**src/rtl/phy_deskew_trainer.sv**
```systemverilog
// Per-lane DCDL delay trainer: sweeps every code on all enabled lanes in parallel and parks
// each lane at the floor midpoint of its widest window where the training word was received.
module phy_deskew_trainer #(
    parameter int LANES         = 16,
    parameter int DATA_W        = 32,
    parameter int DL_CTRL_BITS  = 6,
    parameter int SETTLE_CYCLES = 8,
    parameter int SAMPLES       = 4,
    parameter int MIN_EYE       = 4,
    parameter int DEFAULT_CODE  = 32
) (
    input  logic                             clk,
    input  logic                             reset,
    input  logic                             start,
    input  logic                             abort,
    input  logic [LANES-1:0]                 lane_en,
    input  logic [DATA_W-1:0]                pattern,
    input  logic [LANES*DATA_W-1:0]          rx_dout,
    output logic [LANES*DL_CTRL_BITS-1:0]    dl_ctrl,
    output logic                             busy,
    output logic                             done,
    output logic [LANES-1:0]                 lane_pass,
    output logic [LANES*(DL_CTRL_BITS+1)-1:0] eye_width
);

    localparam int CW       = DL_CTRL_BITS;
    localparam int LW       = DL_CTRL_BITS + 1;
    localparam int CNT_MAX  = (SETTLE_CYCLES > SAMPLES) ? SETTLE_CYCLES : SAMPLES;
    localparam int CNT_W    = (CNT_MAX > 1) ? $clog2(CNT_MAX) : 1;

    localparam logic [CW-1:0]    CODE_MAX    = {CW{1'b1}};
    localparam logic [CW-1:0]    DEF_CODE    = CW'(DEFAULT_CODE);
    localparam logic [CNT_W-1:0] SETTLE_LAST = CNT_W'(SETTLE_CYCLES - 1);
    localparam logic [CNT_W-1:0] SAMPLE_LAST = CNT_W'(SAMPLES - 1);

    typedef enum logic [2:0] {IDLE, SETTLE, SAMPLE, NEXT, CENTER, DONE} state_t;

    state_t            state, state_next;
    logic [CNT_W-1:0]  cnt;
    logic [CW-1:0]     code;
    logic [LANES-1:0]  en_q;
    logic [LANES-1:0]  pass_acc;
    logic [LANES-1:0]  match;
    logic              sweeping;

    logic [LW-1:0]     run_len    [LANES];
    logic [LW-1:0]     run_inc    [LANES];
    logic [LW-1:0]     best_len   [LANES];
    logic [LW-1:0]     best_start [LANES];
    logic [LW-1:0]     mid        [LANES];
    logic [CW-1:0]     res_dl     [LANES];

    // State register; abort overrides everything including a coincident start.
    always_ff @(posedge clk or posedge reset) begin
        if (reset) begin
            state <= IDLE;
        end else if (abort) begin
            state <= IDLE;
        end else begin
            state <= state_next;
        end
    end

    always_comb begin
        state_next = state;
        case (state)
            IDLE:    if (start) state_next = SETTLE;
            SETTLE:  if (cnt == SETTLE_LAST) state_next = SAMPLE;
            SAMPLE:  if (cnt == SAMPLE_LAST) state_next = NEXT;
            NEXT:    state_next = (code == CODE_MAX) ? CENTER : SETTLE;
            CENTER:  state_next = DONE;
            DONE:    if (start) state_next = SETTLE;
            default: state_next = IDLE;
        endcase
    end

    // The rotated compare absorbs the 1-UI word-alignment ambiguity of the deserialiser.
    always_comb begin
        match = '0;
        for (int i = 0; i < LANES; i++) begin
            match[i] = (rx_dout[i*DATA_W +: DATA_W] == pattern) ||
                       (rx_dout[i*DATA_W +: DATA_W] == {pattern[DATA_W-2:0], pattern[DATA_W-1]});
        end
    end

    always_comb begin
        for (int i = 0; i < LANES; i++) begin
            run_inc[i] = run_len[i] + LW'(1);
            mid[i]     = best_start[i] + ((best_len[i] - LW'(1)) >> 1);
        end
    end

    // Sweep datapath. The best window is tracked while a run grows, so a run that reaches
    // the top code is already closed by the time CENTER reads it.
    always_ff @(posedge clk or posedge reset) begin
        if (reset) begin
            cnt       <= '0;
            code      <= '0;
            en_q      <= '0;
            pass_acc  <= '0;
            lane_pass <= '0;
            eye_width <= '0;
            for (int i = 0; i < LANES; i++) begin
                run_len[i]    <= '0;
                best_len[i]   <= '0;
                best_start[i] <= '0;
                res_dl[i]     <= DEF_CODE;
            end
        end else if (abort) begin
            cnt       <= '0;
            code      <= '0;
            en_q      <= '0;
            pass_acc  <= '0;
            lane_pass <= '0;
            eye_width <= '0;
            for (int i = 0; i < LANES; i++) begin
                run_len[i]    <= '0;
                best_len[i]   <= '0;
                best_start[i] <= '0;
                res_dl[i]     <= DEF_CODE;
            end
        end else begin
            case (state)
                IDLE, DONE: begin
                    if (start) begin
                        cnt       <= '0;
                        code      <= '0;
                        en_q      <= lane_en;
                        lane_pass <= '0;
                        eye_width <= '0;
                        for (int i = 0; i < LANES; i++) begin
                            run_len[i]    <= '0;
                            best_len[i]   <= '0;
                            best_start[i] <= '0;
                            res_dl[i]     <= DEF_CODE;
                        end
                    end
                end
                SETTLE: begin
                    if (cnt == SETTLE_LAST) begin
                        cnt      <= '0;
                        pass_acc <= '1;
                    end else begin
                        cnt <= cnt + CNT_W'(1);
                    end
                end
                SAMPLE: begin
                    pass_acc <= pass_acc & match;
                    cnt      <= (cnt == SAMPLE_LAST) ? '0 : cnt + CNT_W'(1);
                end
                NEXT: begin
                    for (int i = 0; i < LANES; i++) begin
                        if (pass_acc[i]) begin
                            run_len[i] <= run_inc[i];
                            if (run_inc[i] > best_len[i]) begin
                                best_len[i]   <= run_inc[i];
                                best_start[i] <= {1'b0, code} - run_len[i];
                            end
                        end else begin
                            run_len[i] <= '0;
                        end
                    end
                    if (code != CODE_MAX) begin
                        code <= code + CW'(1);
                    end
                end
                CENTER: begin
                    for (int i = 0; i < LANES; i++) begin
                        eye_width[i*LW +: LW] <= en_q[i] ? best_len[i] : '0;
                        lane_pass[i]          <= en_q[i] && (best_len[i] >= LW'(MIN_EYE));
                        res_dl[i]             <= (en_q[i] && (best_len[i] >= LW'(MIN_EYE)))
                                                 ? mid[i][CW-1:0] : DEF_CODE;
                    end
                end
                default: ;
            endcase
        end
    end

    assign sweeping = (state == SETTLE) || (state == SAMPLE) || (state == NEXT) || (state == CENTER);

    // Enabled lanes follow the sweep code; otherwise the held result (or default) is driven.
    always_comb begin
        busy    = sweeping;
        done    = (state == DONE);
        dl_ctrl = '0;
        for (int i = 0; i < LANES; i++) begin
            dl_ctrl[i*CW +: CW] = (sweeping && en_q[i]) ? code : res_dl[i];
        end
    end

endmodule

```
**config.mk**
```make
export PLATFORM = sky130hd
export DESIGN_NAME = phy_deskew_trainer
export DESIGN_NICKNAME = d
export VERILOG_FILES = /design/src/rtl/phy_deskew_trainer.sv
export SDC_FILE = /design/constraint.sdc
export NUM_CORES = 2
export LEC_CHECK = 0
export ABC_CLOCK_PERIOD_IN_PS = 29200
export CAP_MARGIN = 40
export CORE_AREA = 2 2 309 311
export CTS_BUF_LIST = sky130_fd_sc_hd__clkbuf_8
export CTS_CLUSTER_DIAMETER = 50
export CTS_CLUSTER_SIZE = 10
export DETAILED_ROUTE_END_ITERATION = 16
export DIE_AREA = 0 0 311 313
export HOLD_SLACK_MARGIN = 0.06
export MAX_ROUTING_LAYER = met4
export PLACE_DENSITY = 0.75
export SLEW_MARGIN = 20
export SYNTH_ARGS = -nofsm -noshare
export SYNTH_HDL_FRONTEND = slang
export SYNTH_SLANG_ARGS = --single-unit
```
**constraint.sdc**
```tcl
create_clock -name clk -period 29.2 [get_ports clk]
set_input_delay 8.76 -clock clk [delete_from_list [all_inputs] [get_ports clk]]
set_output_delay 8.76 -clock clk [all_outputs]
set_load 0.005 [all_outputs]
```
## After elaboration in Yosys (flattened, before gate mapping)

Index checks and enable logic that the tools add are counted.

- Add/sub/neg operators: 66
- Magnitude comparators: 32
- Eq/ne operators: 77
- Muxes and demuxes: 164
- Bitwise gates (word level): 1
- Reduce and logical (&&, ||, !) cells: 82

Operator list:

| cell | number |
|---|---|
| $eq 32x32->1 | 32 |
| $pmux 112 s2 | 3 |
| $mux 7 | 94 |
| $mux 112 | 4 |
| $mux 6 | 37 |
| $pmux 111 s2 | 1 |
| $mux 96 | 2 |
| $pmux 96 s2 | 1 |
| $add 7x1->7 const B | 16 |
| $ge 7x3->1 const B | 16 |
| $gt 7x7->1 | 16 |
| $mux 16 | 7 |
| $sub 7x1->7 const B | 16 |
| $mux 111 | 1 |
| $ne 3x3->1 const B | 35 |
| $sub 6x7->7 | 15 |
| $add 6x6->6 | 16 |
| $pmux 16 s2 | 2 |
| $reduce_and 4->1 | 16 |
| $logic_and 1x1->1 | 32 |
| $mux 3 | 9 |
| $logic_or 1x1->1 | 19 |
| $and 16x16->16 | 1 |
| $pmux 3 s5 | 1 |
| 18 further kinds | 30 |

- Bits in registers: 588
- Input port bits: 564
- Output and inout bits: 226
- Word-level logic and storage cells: 493

## Logic depth before layout (Yosys ltp)

- Word-level depth: 6
- Mapped depth: 13
- Mapped depth without buffers: 12

## Worst setup path before layout

No wires, ideal clock.

- Path kind: flip-flop to output port
- From: reg code[1]
- To: out dl_ctrl[49]
- Data arrival time: 2.145 ns
- Required time: 20.440 ns
- Slack: 18.295 ns
- Stages on the path, launching flop included: 4
- Buffers on the path: 1
- Cells stage by stage: dfrtp_1 -> inv_1 -> clkbuf_1 -> o21ai_0

- Longest elaborated chain between the ends: 1

Ends and longest elaborated chain:

| item | line | text |
|---|---|---|
| start: declaration | 40 | `logic [CW-1:0] code;` |
| start signal: assignment | 164 | `code <= code + CW'(1);` |
| $mux 6 | 188 | `dl_ctrl[i*CW +: CW] = (sweeping && en_q[i]) ? code : res_dl[i];` |
| end: declaration | 19 | `output logic [LANES*DL_CTRL_BITS-1:0] dl_ctrl,` |

No other way between the ends.

## Final worst setup path

- From: reg state[2]
- To: out dl_ctrl[1]

- Longest elaborated chain between the ends: 6
- Elaborated cells between the ends (all ways): 9
- Classes of those cells: 4 x eq/ne; 1 x mux; 4 x reduce/logical

Ends and longest elaborated chain:

| item | line | text |
|---|---|---|
| start: declaration | 38 | `state_t state, state_next;` |
| start signal: assignment | 60 | `state <= state_next;` |
| $eq 3x1->1 / $eq 3x2->1 (equally long branches) | 180 | `assign sweeping = (state == SETTLE) \|\| (state == SAMPLE) \|\| (state == NEXT) \|\| (state == CENTER);` |
| $logic_or 1x1->1 (2 in a row) | 180 |  |
| $logic_or 1x1->1 * | 180 |  |
| $logic_and 1x1->1 * | 188 |  |
| $mux 6 * | 188 |  |

Every way passes the cells marked *; elsewhere a longest branch is shown, timed or not.

==> summary.md <==
| Metric | Value |
|---|---|
| Outcome | `complete, no violations` |
| RSZ-0062 raised after global routing | `no` |
| Relative slew slack | `0.339` |
| Leakage | `0.0234 µW` |
| Synthesis-to-finish area growth | `22.1%` |
| Final hold violation count | `0` |
| Global-route wire length before repair | `258000 µm` |
| Worst min path class | `reg2reg` |
| Distinct cell type count after synthesis | `60` |
| Placed cells | `between 6000 and 7000` |
| Hold Buf Count CTS | `0` |
| Final routed wire length divided by cell count | `24.9 µm` |
| Post-route clock skew | `around 0.034 ns` |
| Flip-flop and latch count after synthesis | `around 590` |
| Post-route setup TNS | `0 ns` |
| Data required time of the critical path | `about 20 ns` |
| P_int | `about 1300 µW` |
| Measured slew at the worst slew-check pin | `slightly below 1 ns` |
| Worst path slowest cell | `sky130_fd_sc_hd__dfrtp_1` |
| Number of maximum-capacitance constraint violations | `0` |
| Delay contributed by the slowest stage of the critical path | `roughly 0.74 ns` |
| Largest fanout on the critical path | `17` |
| Number of core rows | `about 110` |
| Switching part of the total | `0.307` |
| HPWL Detailed | `132000 µm` |
| Cells after Synth | `around 4900` |
| Cell area after layout | `0.0568 mm²` |
| Setup fix buffers added after clock tree synthesis | `0` |
| DRT Wirelength | `between 150000 and 200000 µm` |
| Clock slew seen by the registers of the worst setup and hold paths | `about 0.070 ns` |
| Iteration count of the initial detailed-routing pass | `5` |
| Switching Power | `roughly 560 µW` |
| Violation count after the first detailed-route iteration | `between 3000 and 4000` |
| Share of the cycle needed by the critical path after routing | `0.422` |
| TritonCTS Buffers | `69` |
| Overflow left after global routing | `0` |
| Net count after synthesis | `roughly 6000` |
| Clock tree buffer depth | `3` |
| Initial core utilization | `0.494` |
| Crit path launch type | `register` |
| Count of buffers from port buffering | `789` |
| Fraction of final layout cells with drive strength greater than 1 | `0.0508` |
| Antenna violations before repair | `62` |
| Max Freq | `about 80 MHz` |
| IR drop worst, VDD | `0.0291 mV` |
| Number of global-route vias before repair | `41300` |
| CTS tree | `yes` |
| Most frequent standard cell in the layout excluding fill and tap cells | `sky130_fd_sc_hd__xnor2_1` |
| Final setup vio count | `0` |
| Share of synthesized area occupied by flip-flops and latches | `0.316` |
| Boundary Pins | `790` |
| CORE AREA | `around 0.094 mm²` |
| Power density over the cells | `32.1 mW/mm²` |
| Type of element capturing the critical path | `output port` |
| Post-route DRC violation count | `0` |
| Sequential share of power | `0.453` |
| Most frequent cells in the layout | `1219 x sky130_fd_sc_hd__xnor2_1, 757 x sky130_fd_sc_hd__clkdlybuf4s50_1, 567 x sky130_fd_sc_hd__dfrtp_1` |
| Leading post-synthesis cells by cell area | `sky130_fd_sc_hd__dfrtp_1 31%, sky130_fd_sc_hd__xnor2_1 23%, sky130_fd_sc_hd__ha_1 8.7%, sky130_fd_sc_hd__a22o_1 5.9%, sky130_fd_sc_hd__nand4_1 3.7%` |
| Share of synthesized flip-flops with an asynchronous set or reset | `1.00` |
| Die area | `roughly 0.097 mm²` |
| Die outline width | `~310 µm` |
| Number of nets in the layout | `about 6500` |
| Clock Power Share | `0.303` |
| RD Place Congestion | `between 1 and 1.5` |
| Data arrival at the endpoint of the critical path | `around 3.6 ns` |
| Mean instance size in the synthesized netlist | `9.48 µm²` |
| Most frequently used flop master after synthesis | `sky130_fd_sc_hd__dfrtp_1` |
| Clock network latency to the later pin of the worst-skew pair | `a little under 0.7 ns` |
| Number of instances resized during post-cts repair | `0` |
| Final ANT Viol Nets | `0` |
| Max-slew violations | `0` |
| Yosys warns | `0` |
| Path type of the worst setup path | `reg2out` |
| Part of the total power dissipated in combinational logic | `0.245` |
| Cell type with the largest total area after synthesis | `sky130_fd_sc_hd__dfrtp_1` |
| GRT Resource Usage Total | `0.359` |
| Per-cell via count in the routed design | `roughly 5.9` |
| Placement Cell Area | `approximately 0.055 mm²` |
| Final critical-path required period | `12.33 ns` |
| Maximum number of pins on one net before global-route repair | `approximately 200` |
| Number of H-tree levels | `3` |
| Vias | `41000` |
| Library cell used as clock root buffer | `sky130_fd_sc_hd__clkbuf_8` |
| Final non-filler cell total | `between 6000 and 7000` |
| Cell area after technology mapping | `roughly 0.047 mm²` |
| Portion of synthesized cell area occupied by the leading cell type | `0.307` |
| Cell chain of the critical path | `xnor2_2, buf_4, nand2_1, o21ai_0, clkdlybuf4s50_1` |
| Number of enable-type register cells in the synthesized netlist | `0` |
| TritonCTS Sinks | `between 500 and 600` |
| Die Ht | `313 µm` |
-- synth_stat cells (7+ instances only) --
cell type,n
sky130_fd_sc_hd__a21o_1,78
sky130_fd_sc_hd__a21oi_1,121
sky130_fd_sc_hd__o2bb2ai_1,58
sky130_fd_sc_hd__o21ai_0,259
sky130_fd_sc_hd__nand4_1,273
sky130_fd_sc_hd__o21a_1,31
sky130_fd_sc_hd__inv_1,345
sky130_fd_sc_hd__nor2b_1,77
sky130_fd_sc_hd__o211ai_1,15
sky130_fd_sc_hd__buf_2,156
sky130_fd_sc_hd__nor3_1,65
sky130_fd_sc_hd__a21boi_0,16
sky130_fd_sc_hd__nor2_1,94
sky130_fd_sc_hd__o22ai_1,35
sky130_fd_sc_hd__and2_1,16
sky130_fd_sc_hd__nand3_1,117
sky130_fd_sc_hd__a22oi_1,16
sky130_fd_sc_hd__dfrtp_1,572
sky130_fd_sc_hd__nand2b_1,15
sky130_fd_sc_hd__mux2_2,64
sky130_fd_sc_hd__nand2_1,216
sky130_fd_sc_hd__xor2_1,76
sky130_fd_sc_hd__nor4_1,64
sky130_fd_sc_hd__or3_1,44
sky130_fd_sc_hd__clkbuf_1,72
sky130_fd_sc_hd__nor3_2,13
sky130_fd_sc_hd__and3_1,7
sky130_fd_sc_hd__o31ai_1,16
sky130_fd_sc_hd__a32o_1,23
sky130_fd_sc_hd__dfstp_2,16
sky130_fd_sc_hd__mux2i_1,16
sky130_fd_sc_hd__xnor2_1,1220
sky130_fd_sc_hd__fa_1,32
sky130_fd_sc_hd__a22o_1,313
sky130_fd_sc_hd__ha_1,325
-- per-layer routing --
layer	share of wire	global-route usage	up-vias	routed length, µm
met5	0	-	-	0
met1	0.38	0.416	19900	66800
li1	-	-	18700	-
met4	0.070	0.237	0	12200
met2	0.47	0.572	1827	81500
met3	0.076	0.0664	543	13200
-- cell type report --
class                           count  area [µm²]
Sequential cell                   588       14700
Clock buffer                       74        1020
Antenna cell                       62         155
Timing Repair Buffer              852        8350
Multi-Input combinational cell   3746       29500
Inverter                          346        1310
Clock inverter                     44         218
Fill cell                        8197       37300
Tap cell                         1265        1580
-- cell families (layout without fill, tap and decap cells) --
| kind of cell | count (synthesis) | count (layout) | share of synthesized area |
|---|---|---|---|
| fa+ha+maj | 358 | 358 | 0.101 |
| buf+inv | 580 | 1316 | 0.0515 |
| mux | 80 | 80 | 0.0189 |
| xor+xnor | 1297 | 1297 | 0.244 |
| simple gates | 1012 | 1012 | 0.116 |
| flops | 588 | 588 | 0.316 |
| compound gates | 999 | 999 | 0.151 |
| other cells | 0 | 62 | 0 |
-- state kept, by name, summed over array words and instances (netlist names) --
| name | count |
|---|---|
| best_len | 112 |
| best_start | 96 |
| cnt | 3 |
| code | 6 |
| en_q | 16 |
| eye_width | 112 |
| lane_pass | 16 |
| pass_acc | 16 |
| res_dl | 96 |
| run_len | 112 |
| state | 3 |
-- critical path, delay by kind of cell (launching register included) --
kind | cells | cell delay (ns)
simple gates | 1 | 0.29
compound gates | 1 | 0.63
flops | 1 | 0.74
xor+xnor | 1 | 0.17
buf+inv | 2 | 1.05
-- path summary, 6_finish.rpt --
check                                         start                  endpoint  slack, ns  cells past startpoint
max                            state[2]$_DFFE_PP0P_                dl_ctrl[1]      16.87                      5
min                        lane_pass[9]$_DFFE_PP0P_  lane_pass[9]$_DFFE_PP0P_       0.48                      1
max reg2reg                 run_len[14]$_DFFE_PP0P_  best_len[20]$_DFFE_PP0P_      26.01                     11
min reg2reg                lane_pass[9]$_DFFE_PP0P_  lane_pass[9]$_DFFE_PP0P_       0.48                      1
max in group asynchronous                     reset    res_dl[17]$_DFFE_PP1P_      17.79                      7
min in group asynchronous                     reset    res_dl[57]$_DFFE_PP0P_       8.57                      2
-- power by group through the flow --
| stage | sequential (µW) | clock, µW | combinational (µW) |
|---|---|---|---|
| floorplan | 837 | 0 | 251 |
| global placement | 841 | 0 | 430 |
| detailed placement | 841 | 0 | 437 |
| CTS | 825 | 565 | 439 |
| global route | 826 | 595 | 471 |
| finish | 825 | 551 | 446 |
-- stage by stage --
step | total power [µW] | hold slack, ns | utilization | setup slack, ns
global placement | 1270 | 0.462 | 0.587 | 16.62
finish | 1820 | 0.479 | 0.604 | 16.87
detailed placement | 1280 | 0.465 | 0.588 | 16.98
floorplan | 1090 | 0.462 | - | 4.01
CTS | 1830 | 0.481 | 0.602 | 16.87
global route | 1890 | 0.497 | 0.604 | 16.70
No activity file was read; power rests on OpenSTA's default activity.
